### config.mk
export PLATFORM = sky130hd
export DESIGN_NAME = reg_file_flat
export DESIGN_NICKNAME = d
export VERILOG_FILES = /design/src/rtl/reg_file_pkg.sv /design/src/rtl/regfile_write_if.sv /design/src/rtl/regfile_scoreboard.sv /design/src/rtl/reg_file.sv /design/src/flat_wrapper.sv
export SDC_FILE = /design/constraint.sdc
export NUM_CORES = 2
export LEC_CHECK = 0
export BUFFER_PORTS_ARGS = -buffer_cell sky130_fd_sc_hd__buf_2
export CAP_MARGIN = 20
export CELL_PAD_IN_SITES_DETAIL_PLACEMENT = 0
export CELL_PAD_IN_SITES_GLOBAL_PLACEMENT = 1
export CORE_ASPECT_RATIO = 0.75
export CORE_MARGIN = 1
export CORE_UTILIZATION = 45
export DETAILED_ROUTE_END_ITERATION = 6
export PLACE_DENSITY = 0.81
export SLEW_MARGIN = 20
export SYNTH_ARGS = -nofsm -noshare
export SYNTH_HDL_FRONTEND = slang
export SYNTH_HIERARCHICAL = 1
export SYNTH_SLANG_ARGS = --single-unit
export TNS_END_PERCENT = 30
### constraint.sdc
create_clock -name clk -period 3.2 [get_ports clk]
set_clock_uncertainty 0.15 [all_clocks]
set_input_delay 0.16 -clock clk [delete_from_list [all_inputs] [get_ports clk]]
set_output_delay 0.16 -clock clk [all_outputs]
set_load 0.02 [all_outputs]
### src/rtl/reg_file_pkg.sv
// Shared register-file types: widths, address/value types and a one-hot decode helper.
package reg_file_pkg;

  localparam int XLEN  = 32;
  localparam int NREGS = 32;
  localparam int AW    = $clog2(NREGS);

  typedef logic [AW-1:0]   reg_addr_t;
  typedef logic [XLEN-1:0] reg_val_t;

  function automatic logic [NREGS-1:0] addr_onehot(input reg_addr_t addr);
    logic [NREGS-1:0] hot;
    hot       = '0;
    hot[addr] = 1'b1;
    return hot;
  endfunction

endpackage

### src/rtl/regfile_write_if.sv
// Write-back commit channel into the register file; write-back is the client, reg_file the server.
interface regfile_write_if;
  import reg_file_pkg::*;

  logic      en;
  reg_addr_t addr;
  reg_val_t  val;

  modport Server (input en, input addr, input val);
  modport Client (output en, output addr, output val);

endinterface

### src/rtl/regfile_scoreboard.sv
// Per-register busy bits: flush/reset clear all, reserve beats a same-cycle release, x0 never busy.
module regfile_scoreboard
  import reg_file_pkg::*;
(
  input  logic             clk,
  input  logic             rst,
  input  logic             rsv_en,
  input  reg_addr_t        rsv_addr,
  input  logic             rel_en,
  input  reg_addr_t        rel_addr,
  input  logic             flush,
  output logic [NREGS-1:0] busy
);

  logic [NREGS-1:0] busy_reg;
  logic [NREGS-1:0] busy_next;
  logic [NREGS-1:0] rsv_hot;
  logic [NREGS-1:0] rel_hot;

  always_comb begin
    rsv_hot   = rsv_en ? addr_onehot(rsv_addr) : '0;
    rel_hot   = rel_en ? addr_onehot(rel_addr) : '0;
    busy_next = busy_reg;
    if (flush) begin
      busy_next = '0;
    end else begin
      // Reserve is applied last so a new pending writer survives the old one's commit.
      busy_next = (busy_next & ~rel_hot) | rsv_hot;
    end
    busy_next[0] = 1'b0;
  end

  always_ff @(posedge clk) begin
    if (rst) begin
      busy_reg <= '0;
    end else begin
      busy_reg <= busy_next;
    end
  end

  assign busy = busy_reg;

endmodule

### src/rtl/reg_file.sv
// Integer register file: one committed write, two registered reads, busy scoreboard.
// Optional same-cycle write-to-read forwarding is enabled by defining REGFILE_BYPASS_EN.
module reg_file
  import reg_file_pkg::*;
#(
  parameter int XLEN  = reg_file_pkg::XLEN,
  parameter int NREGS = reg_file_pkg::NREGS
) (
  input  logic                  clk,
  input  logic                  rst,
  regfile_write_if.Server       write0,
  input  reg_addr_t             rd0Addr,
  output reg_val_t              rd0Val,
  input  reg_addr_t             rd1Addr,
  output reg_val_t              rd1Val,
  input  logic                  rsvEn,
  input  reg_addr_t             rsvAddr,
  input  logic                  flush,
  output logic [NREGS-1:0]      busy
);

  logic [XLEN-1:0] regs_reg [NREGS];
  logic            wr_commit;

  assign wr_commit = write0.en && (write0.addr != '0);

  // Reset wins over a same-cycle write; flush does not block the commit.
  always_ff @(posedge clk) begin
    if (rst) begin
      for (int i = 0; i < NREGS; i++) begin
        regs_reg[i] <= '0;
      end
    end else if (wr_commit) begin
      regs_reg[write0.addr] <= write0.val;
    end
  end

  for (genvar gi = 0; gi < 2; gi++) begin : g_rd
    reg_addr_t       addr;
    logic [XLEN-1:0] val_reg;

    assign addr = (gi == 0) ? rd0Addr : rd1Addr;

    always_ff @(posedge clk) begin
      if (rst) begin
        val_reg <= '0;
      end else if (addr == '0) begin
        val_reg <= '0;
`ifdef REGFILE_BYPASS_EN
      end else if (write0.en && (write0.addr == addr)) begin
        val_reg <= write0.val;
`endif
      end else begin
        val_reg <= regs_reg[addr];
      end
    end
  end

  assign rd0Val = g_rd[0].val_reg;
  assign rd1Val = g_rd[1].val_reg;

  // Release happens on the commit edge itself, so busy drops together with the array update.
  regfile_scoreboard u_scoreboard (
    .clk      (clk),
    .rst      (rst),
    .rsv_en   (rsvEn),
    .rsv_addr (rsvAddr),
    .rel_en   (write0.en),
    .rel_addr (write0.addr),
    .flush    (flush),
    .busy     (busy)
  );

endmodule

### src/flat_wrapper.sv
// flat-port wrapper written by rule: the top's interface ports become plain ports
module reg_file_flat import reg_file_pkg::*;
#(
  parameter int XLEN  = reg_file_pkg::XLEN,
  parameter int NREGS = reg_file_pkg::NREGS
)
  (clk, rst, rd0Addr, rd0Val, rd1Addr, rd1Val, rsvEn, rsvAddr, flush, busy, write0_en, write0_addr, write0_val);
  regfile_write_if write0_i ();
  input  logic clk;
  input  logic rst;
  input  reg_addr_t rd0Addr;
  output reg_val_t rd0Val;
  input  reg_addr_t rd1Addr;
  output reg_val_t rd1Val;
  input  logic rsvEn;
  input  reg_addr_t rsvAddr;
  input  logic flush;
  output logic [NREGS-1:0] busy;
  input wire logic [$bits(write0_i.en)-1:0] write0_en;
  input wire logic [$bits(write0_i.addr)-1:0] write0_addr;
  input wire logic [$bits(write0_i.val)-1:0] write0_val;
  assign write0_i.en = write0_en;
  assign write0_i.addr = write0_addr;
  assign write0_i.val = write0_val;
  reg_file #(.XLEN(XLEN), .NREGS(NREGS)) u_core (.clk(clk), .rst(rst), .write0(write0_i), .rd0Addr(rd0Addr), .rd0Val(rd0Val), .rd1Addr(rd1Addr), .rd1Val(rd1Val), .rsvEn(rsvEn), .rsvAddr(rsvAddr), .flush(flush), .busy(busy));
endmodule
==> flow_summary.toml <==
[run_status]
outcome = "finished clean"

[clock_network]
cts_buffers = 109
cts_root_buf = "clkbuf_16"
post_cts_buffers = 0
insertion_delay_ps = 750
tritoncts = "built"
cts.sinks = 1119
cts_htree_levels = 3
cts.clk_slew.worst_paths_ps = 70
clk_path_buf_depth = 3

[floorplan]
ioPinCount = 153
die-width_um = 413.0
coreArea_um2 = 125000
die-area_um2 = 128100
fp.dieH_um = 310.2
fp-row-count = 112
initial_core_util_pct = 45.60

[critical_path]
crit_slowest_cell = "nor2b_4"
crit_arrival_ps = 3360
worstPathCellList = "dlygate4sd3_1, buf_2, nor2b_4, buf_4, a22o_1, a2111oi_0, buf_4, nor3_1"
worstSetupPathType = "input port to flop"
max_stage_delay_ps = 660
cp-start-kind = "input port"
required_ps = 3620
critPathMaxFanout = 22
crit_top_cell = "buf_4"
cp-end-kind = "flop"

[routing]
drt_pre_antenna_iters = 5
drt_wl_total_um = 179000
wl_per_cell_um = 31.79
vias_per_cell = 6.385
via_count = 35954
ant_nets = 0
drt_drc_violations_left = 0
drt-initial-drc-count = 5223

[cells_and_area]
areaGrowthSynthToFinish_pct = 13.86
fin_nets = 3937
largest_reg_flops = 1024
finalNonFillerCells = 5631
layout_commonest_cell = "edfxtp_1"
drive_gt1_share_pct = 26.22
mostFrequentLayoutCells = "edfxtp_1, and2_1, mux4_2"
fill_cells = 10125

[power]
leakage_nw = 23.09
p_per_area_nw_per_um2 = 538.7
vdd_drop_max_mv = 0.4695

[logic_synthesis]
synth_cells = 3727
yosysSeqAreaShare_pct = 57.28
yosysUniqueCellTypes = 54
yosysWarnings = 6
syn_area_per_cell_um2 = 15.30
synth_flop_cell = "edfxtp_1"
async_reset_ff_share_pct = 0
synth_seq_cells = 1119
synth-edff-count = 1024
syn_area_um2 = 57010

[sta]
max_freq_mhz = 340.2
setup_viol = 0
period_share_pct = 91.85
period_needed_ps = 2939
relSlewSlack_pct = 35.86
tns_ps = 0
rsz0062_at_grt = "no"
slew_violations = 0
tightest_slew_ps = 959.9
final-hold-violation-count = 0

[grt]
grt-ovfl-total = 0
grtUsageTotal_pct = 27.95
antenna_found_initial = 12
grt_max_degree = 48
grt_pass1_vias = 35381
grt_pass1_wl_um = 256000

[placement]
dp.cells = 5349
hpwl_um = 110300
gp_congestion = 0.8913
io_buffers = 151

[hold_path]
min-delay-path-class = "input port to flop"

[run]
drv_cap = 0
==> repair_timing <==
| action | in CTS | in global routing |
|---|---|---|
| hold buffers | 72 | 0 |
| resized for setup | 0 | 0 |
| hold endpoints to repair | 1029 | 0 |
==> kinds of logic after synthesis <==
logic type	after synthesis	share of synthesized area [%]
AO/OA/AOI/OAI	278	4.080
other	2	0.01317
multiplexers	726	22.54
buffers and inverters	395	3.152
AND/OR/NAND/NOR	1207	12.93
flip-flops	1119	57.28
==> through the flow <==
stage	utilization, %	instance area (um2)	worst slack, ps	total power [mW]	hold WS (ps)
4_1_cts	51.91	64880	358.4	35.05	43.86
5_1_grt	51.92	64900	208.1	35.86	76.04
2_1_floorplan	-	57120	1225	19.78	208.2
3_3_place_gp	48.31	60390	275.7	21.28	327.6
3_5_place_dp	48.31	60390	275.9	21.35	331.5
6_report	51.92	64900	260.8	34.96	89.19
==> critical path, delay by kind of cell <==
kind | cells | cell delay (ps)
buf+inv | 4 | 1670
simple gates | 2 | 1140
compound gates | 2 | 330
==> per-layer routing <==
layer / global-route usage [%] / share of wire [%] / wire length (um) / vias to the layer above
met4: 8.736 / 3.3 / 5959 / 6
met1: 40.09 / 40 / 71320 / 18413
li1: - / - / - / 14660
met2: 42.23 / 45 / 80310 / 2535
met5: 0 / 0.018 / 33 / -
met3: 6.603 / 12 / 21400 / 340
==> path summary, 6_finish.rpt <==
kind,startpoint,to,cells after the start,slack [ps]
worst max-delay path,rd0Addr[3],u_core/rd0Val[31],8,260
worst min register to register,u_core/u_scoreboard/busy[31],u_core/u_scoreboard/busy[31],1,340
worst max register to register,u_core/regs_reg[15][28],u_core/rd0Val[28],4,790
worst min-delay path,rd1Addr[4],u_core/rd1Val[30],5,90
==> report_power, final <==
group | switching, mW | internal, mW
clock network | 5.77 | 8.01
logic | 2.20 | 1.69
registers | 0.513 | 16.8
==> final cells by class <==
type	instances	area [um2]	share of cell area, %
Sequential cell	1119	32650	50.31
Timing Repair Buffer	406	3485	5.369
Clock buffer	147	3068	4.727
Tap cell	1653	2068	3.187
Clock inverter	58	709.4	1.093
Multi-Input combinational cell	2244	22910	35.30
Antenna cell	4	10.01	0.01542
==> cells in the mapped netlist, types with 32 or more instances <==
master	instances	area share, %
nor2_1	40	0.26
nand2_1	59	0.39
mux2i_1	268	4.7
o221ai_1	57	0.88
dfxtp_1	95	3.3
o22a_1	32	0.49
a22o_1	40	0.61
edfxtp_1	1024	54
mux4_2	445	18
clkbuf_1	277	1.8
buf_2	68	0.60
and2_1	994	11
Power figures use the tool's default switching activity.
